<file path="config.mk">
export PLATFORM = sky130hd
export DESIGN_NAME = seg_scan_mux
export DESIGN_NICKNAME = d
export VERILOG_FILES = /design/src/rtl/seg_pkg.sv /design/src/rtl/seg_decoder.sv /design/src/rtl/seg_scan_mux.sv
export SDC_FILE = /design/constraint.sdc
export NUM_CORES = 1
export LEC_CHECK = 0
export ABC_AREA = 1
export CAP_MARGIN = 20
export CORE_MARGIN = 2
export CORE_UTILIZATION = 55
export DETAILED_ROUTE_END_ITERATION = 12
export PLACE_DENSITY = 0.78
export SLEW_MARGIN = 20
export SYNTH_ARGS = -nofsm -noshare
export SYNTH_HDL_FRONTEND = slang
export SYNTH_HIERARCHICAL = 1
export SYNTH_SLANG_ARGS = --single-unit
</file>
<file path="constraint.sdc">
create_clock -name CLOCK -period 5.35 [get_ports CLOCK]
set_input_delay 0.8025 -clock CLOCK [delete_from_list [all_inputs] [get_ports CLOCK]]
set_output_delay 0.8025 -clock CLOCK [all_outputs]
set_load 0.05 [all_outputs]
</file>
<file path="src/rtl/seg_pkg.sv">
// Shared definitions for the seven-segment scan multiplexer: scan states,
// segment bit positions and the hex glyph table (bits 6:0 = g..a).
package seg_pkg;

  typedef enum logic {
    BLANK = 1'b0,
    SHOW  = 1'b1
  } scan_state_t;

  localparam int SEG_A  = 0;
  localparam int SEG_B  = 1;
  localparam int SEG_C  = 2;
  localparam int SEG_D  = 3;
  localparam int SEG_E  = 4;
  localparam int SEG_F  = 5;
  localparam int SEG_G  = 6;
  localparam int SEG_DP = 7;

  localparam logic [6:0] SEG_TABLE [16] = '{
    7'h3F, 7'h06, 7'h5B, 7'h4F, 7'h66, 7'h6D, 7'h7D, 7'h07,
    7'h7F, 7'h6F, 7'h77, 7'h7C, 7'h39, 7'h5E, 7'h79, 7'h71
  };

endpackage

</file>
<file path="src/rtl/seg_decoder.sv">
// Combinational hex nibble + decimal point to active-high segment pattern.
module seg_decoder
  import seg_pkg::*;
(
  input  logic [3:0] nibble,
  input  logic       dp,
  output logic [7:0] seg
);

  logic [6:0] glyph;

  always_comb begin
    glyph       = SEG_TABLE[nibble];
    seg         = '0;
    seg[SEG_A]  = glyph[0];
    seg[SEG_B]  = glyph[1];
    seg[SEG_C]  = glyph[2];
    seg[SEG_D]  = glyph[3];
    seg[SEG_E]  = glyph[4];
    seg[SEG_F]  = glyph[5];
    seg[SEG_G]  = glyph[6];
    seg[SEG_DP] = dp;
  end

endmodule

</file>
<file path="src/rtl/seg_scan_mux.sv">
// Multiplexed seven-segment scanner with double-buffered display word and
// blank gaps between digits. Optional macro: LEADING_ZERO_BLANK_EN.
module seg_scan_mux
  import seg_pkg::*;
#(
  parameter int NUM_DIGITS   = 4,
  parameter int REFRESH_DIV  = 5000,
  parameter int BLANK_CYCLES = 50
) (
  input  logic                    CLOCK,
  input  logic                    RESET_N,
  input  logic                    load_valid,
  output logic                    load_ready,
  input  logic [4*NUM_DIGITS-1:0] load_digits,
  input  logic [NUM_DIGITS-1:0]   load_dp,
  output logic [7:0]              seg_out,
  output logic [NUM_DIGITS-1:0]   dig_sel,
  output logic                    frame_tick
);

  localparam int MAX_CNT = (REFRESH_DIV > BLANK_CYCLES) ? REFRESH_DIV : BLANK_CYCLES;
  localparam int CW      = $clog2(MAX_CNT + 1);
  localparam int IW      = (NUM_DIGITS > 1) ? $clog2(NUM_DIGITS) : 1;

  localparam logic [CW-1:0] SHOW_LAST  = CW'(REFRESH_DIV - 1);
  localparam logic [CW-1:0] BLANK_LAST = CW'(BLANK_CYCLES - 1);
  localparam logic [IW-1:0] IDX_LAST   = IW'(NUM_DIGITS - 1);

  if (REFRESH_DIV < 1 || BLANK_CYCLES < 1) begin : g_bad_params
    $error("seg_scan_mux: REFRESH_DIV and BLANK_CYCLES must both be at least 1");
  end

  scan_state_t           state, state_nx;
  logic [IW-1:0]         idx, idx_nx;
  logic [CW-1:0]         cnt, cnt_nx;
  logic                  frame_end;

  logic [4*NUM_DIGITS-1:0] pend_digits, act_digits;
  logic [NUM_DIGITS-1:0]   pend_dp, act_dp;

  logic [3:0]            act_nibble;
  logic                  act_dp_bit;
  logic [7:0]            dec_seg;
  logic                  blank_digit;
  logic [NUM_DIGITS-1:0] onehot;
  logic [7:0]            seg_p0;
  logic [NUM_DIGITS-1:0] dig_p0;

  always_ff @(posedge CLOCK or negedge RESET_N) begin
    if (!RESET_N) begin
      state <= BLANK;
      idx   <= '0;
      cnt   <= '0;
    end else begin
      state <= state_nx;
      idx   <= idx_nx;
      cnt   <= cnt_nx;
    end
  end

  // Frame end is the last SHOW cycle of the highest digit.
  always_comb begin
    state_nx  = state;
    idx_nx    = idx;
    cnt_nx    = cnt + 1'b1;
    frame_end = 1'b0;
    case (state)
      BLANK: begin
        if (cnt == BLANK_LAST) begin
          state_nx = SHOW;
          cnt_nx   = '0;
        end
      end
      SHOW: begin
        if (cnt == SHOW_LAST) begin
          state_nx = BLANK;
          cnt_nx   = '0;
          if (idx == IDX_LAST) begin
            idx_nx    = '0;
            frame_end = 1'b1;
          end else begin
            idx_nx = idx + 1'b1;
          end
        end
      end
      default: begin
        state_nx = BLANK;
        cnt_nx   = '0;
      end
    endcase
  end

  // Pending is full exactly when load_ready is low, so transfer and accept
  // can never coincide; a load in the frame-end cycle stays in pending.
  always_ff @(posedge CLOCK or negedge RESET_N) begin
    if (!RESET_N) begin
      pend_digits <= '0;
      pend_dp     <= '0;
      act_digits  <= '0;
      act_dp      <= '0;
      load_ready  <= 1'b1;
    end else if (frame_end && !load_ready) begin
      act_digits <= pend_digits;
      act_dp     <= pend_dp;
      load_ready <= 1'b1;
    end else if (load_valid && load_ready) begin
      pend_digits <= load_digits;
      pend_dp     <= load_dp;
      load_ready  <= 1'b0;
    end
  end

  assign act_nibble = act_digits[{idx, 2'b00} +: 4];
  assign act_dp_bit = act_dp[idx];

  seg_decoder u_dec (
    .nibble (act_nibble),
    .dp     (act_dp_bit),
    .seg    (dec_seg)
  );

`ifdef LEADING_ZERO_BLANK_EN
  logic [IW-1:0] top_nz;

  // Digit 0 is the floor, so it is never blanked even for an all-zero word.
  always_comb begin
    top_nz = '0;
    for (int k = 1; k < NUM_DIGITS; k++) begin
      if (act_digits[4*k +: 4] != 4'h0) top_nz = IW'(k);
    end
  end

  assign blank_digit = (idx > top_nz);
`else
  assign blank_digit = 1'b0;
`endif

  always_comb begin
    onehot      = '0;
    onehot[idx] = 1'b1;
    seg_p0      = '0;
    dig_p0      = '0;
    if (state == SHOW) begin
      seg_p0 = {dec_seg[SEG_DP], blank_digit ? 7'h00 : dec_seg[6:0]};
      dig_p0 = onehot;
    end
  end

  // ---- output register stage ----
  always_ff @(posedge CLOCK or negedge RESET_N) begin
    if (!RESET_N) begin
      seg_out    <= '0;
      dig_sel    <= '0;
      frame_tick <= 1'b0;
    end else begin
      seg_out    <= seg_p0;
      dig_sel    <= dig_p0;
      frame_tick <= frame_end;
    end
  end

endmodule

</file>
==> flow_metrics.py <==
metrics = {
    "logic_synthesis": {
        "synthAdderAreaFrac_pct": 4.64,
        "yosysUniqueCellTypes": 23,
        "syn_nets": 484,
        "synth-xor-area-share_pct": 1.00,
        "netlist.area_leader.share_pct": 49.3,
        "async_flop_share_pct": 100,
        "netlist_instances": 448,
        "synth-edff-count": 0,
        "synth_top_family_by_area": "simple AND/OR/NAND/NOR gates",
        "synthMuxAreaShare_pct": 0,
        "synth_ff_type": "dfrtp_1",
        "synth_top_area_cell": "dfrtp_1",
        "synth_area_leaders": "dfrtp_1 49%, nand2_1 19%, inv_1 4.7%",
        "yosys_register_bits": 70,
        "synth-compound-area-share_pct": 4.04,
        "netlist_area_mm2": 0.00350,
        "ys_warn_count": 6,
        "seq_area_frac_synth_pct": 50.1,
        "synth-simple-area-share_pct": 32.2,
        "yosysMostFrequentCell": "nand2_1",
        "avgSynthCellArea_um2": 7.82,
        "yosys-top-cells-count": "179 x nand2_1, 69 x dfrtp_1, 44 x inv_1, 44 x nor2_1, 25 x nand4_1",
    },
    "sta": {
        "timing.final.max_slew_violations": 0,
        "finalSetupTns_ps": 0,
        "worst_slack_ps": 2840,
        "fmax_mhz": 399,
        "fin_crit_ps": 2510,
        "setup_viol": 0,
        "maxSlewHeadroom_pct": 41.5,
        "timing.hold.ws_ps": 482,
        "hold_viol": 0,
        "fin_crit_sh_pct": 46.9,
        "tightest_slew_ps": 878,
        "fin_skew_ps": 10.4,
        "rsz0062_at_grt": "false",
    },
    "cells_and_area": {
        "drive_gt1_share_pct": 5.59,
        "final_nets": 514,
        "area_growth_pct": 14.8,
        "n_antenna_cell": 0,
    },
    "worst_setup_path": {
        "worstPathCellList": "clkdlybuf4s50_1",
        "end_kind": "primary output",
        "arrival_ps": 1710,
        "cp-startpoint": "load_ready",
        "crit_family": "buffers and inverters",
        "crit_type": "reg -> out",
        "cp.depth": 1,
        "slowest_delay_ps": 800,
        "ff2ff_setup_slack_ps": 2910,
        "crit_slowest_cell": "clkdlybuf4s50_1",
        "worstPathRequired_ps": 4550,
        "cp-endpoint": "load_ready",
        "path_buf_inv": 1,
        "start_kind": "register",
        "rr_endpoint": "seg_out[3]",
        "critPathMaxFanout": 3,
        "r2r_cells": 11,
        "r2r_start": "idx[0]",
    },
    "floorplan": {
        "ios": 37,
        "core-area_mm2": 0.00624,
        "num_rows": 29,
        "die_h_um": 83.8,
        "die_width_um": 83.8,
        "die_area_mm2": 0.00702,
        "start_util_pct": 56.1,
    },
    "clock_tree": {
        "cts_root_buf": "clkbuf_8",
        "clock_path_buffers": 2,
        "post_cts_buffers": 0,
        "worst_setup_hold_path_clk_slew_ps": 80,
        "postCtsHoldBufs": 0,
        "clock_latency_ps": 350,
        "post_cts_resized": 0,
        "clock-sinks": 70,
        "htreeDepth": 3,
        "cts_made_buffers": 9,
        "cts_tree": "yes",
    },
    "global_routing": {
        "grt-ovfl-total": 0,
        "track_usage_pct": 21.9,
        "grt_pass1_wl_mm": 12.5,
        "antenna_found_initial": 0,
        "grt_max_degree": 71,
        "grt_pass1_vias": 2783,
    },
    "power": {
        "vdd_drop_max_v": 0.000210,
        "powerDensity_mw_per_mm2": 268,
        "leakage_nw": 2.15,
    },
    "route": {
        "routed_via_density": 5.20,
        "drc": 0,
        "dr.pass1.iters": 5,
        "totalWireLength_mm": 7.12,
        "num_vias": 2911,
        "wl_per_cell_um": 12.7,
        "drt_iter0_markers": 190,
        "ant_nets": 0,
    },
    "job": {
        "maxCapViolations": 0,
    },
    "outcome": {
        "status": "finished, final reports clean",
    },
    "placed_design": {
        "gp_congestion": 0.927,
        "dp_hpwl_mm": 4.83,
        "dpl_worst_slack_ps": 2820,
        "portBuffers": 36,
    },
    "worst_hold_path": {
        "hold_class": "reg -> reg",
        "holdPathStages": 2,
    },
}
[placed cells by master (no fill, tap or decap), drive strengths merged]
| cell | count |
|---|---|
| nand2 | 182 |
| clkbuf | 9 |
| o22ai | 5 |
| nand4 | 26 |
| nor2 | 47 |
| dfstp | 1 |
| a21oi | 7 |
| dfrtp | 69 |
| clkinv | 3 |
| clkinvlp | 2 |
| nor3 | 4 |
| nand3 | 12 |
| xnor2 | 1 |
| ha | 13 |
| inv | 47 |
| o21ai | 15 |
| buf | 2 |
| clkdlybuf4s50 | 35 |
| xor2 | 3 |
[per-layer routing]
metal | vias to the layer above | GRT usage [%] | wire length, um
met1 | 1340 | 29.8 | 3280
li1 | 1464 | - | -
met4 | 0 | 7.33 | 98
met2 | 95 | 35.0 | 3340
met5 | - | 0 | 0
met3 | 12 | 4.75 | 399
[state kept, by name, summed over array words and instances, names as in the netlist]
| register | flops |
|---|---|
| dig_sel | 4 |
| act_digits | 16 |
| pend_digits | 16 |
| idx | 2 |
| seg_out | 8 |
| act_dp | 4 |
| state | 1 |
| frame_tick | 1 |
| pend_dp | 4 |
| load_ready | 1 |
| cnt | 13 |
[cell families after synthesis]
logic type	after synthesis
simple gates	271
xor+xnor	4
buf+inv	63
flops	70
compound gates	27
fa+ha+maj	13
[stage by stage]
| step | cells | area, um2 | utilization, % | total power, mW |
|---|---|---|---|---|
| global placement | 544 | 3850 | 61.7 | 0.700 |
| floorplan | 448 | 3500 | - | 0.660 |
| finish | 560 | 4020 | 64.4 | 1.08 |
| global route | 560 | 4020 | 64.4 | 1.13 |
| detailed placement | 544 | 3850 | 61.7 | 0.704 |
| CTS | 560 | 4020 | 64.4 | 1.08 |
[report_power, final]
group	internal (mW)	switching [mW]	total (mW)
sequential	0.580	0.0315	0.611
clock	0.169	0.213	0.382
combinational	0.0372	0.0475	0.0847
total	0.785	0.292	1.08
[how the worst min path moves through the flow]
stage	start	end	slack (ps)
floorplan	act_digits[10]	act_digits[10]	440
global placement	act_dp[2]	act_dp[2]	460
detailed placement	pend_digits[9]	pend_digits[9]	470
CTS	act_dp[2]	act_dp[2]	490
global route	pend_digits[0]	pend_digits[0]	510
finish	act_dp[2]	act_dp[2]	480
[cell type report]
type | instances | area [um2]
clock buffers | 9 | 124
clock inverters | 7 | 47.5
fillers | 572 | 2220
inverters | 45 | 169
multi-input cells | 315 | 1470
flip-flops and latches | 70 | 1750
well taps | 77 | 96.3
repair buffers | 37 | 363
No activity file was read; power rests on OpenSTA's default activity.
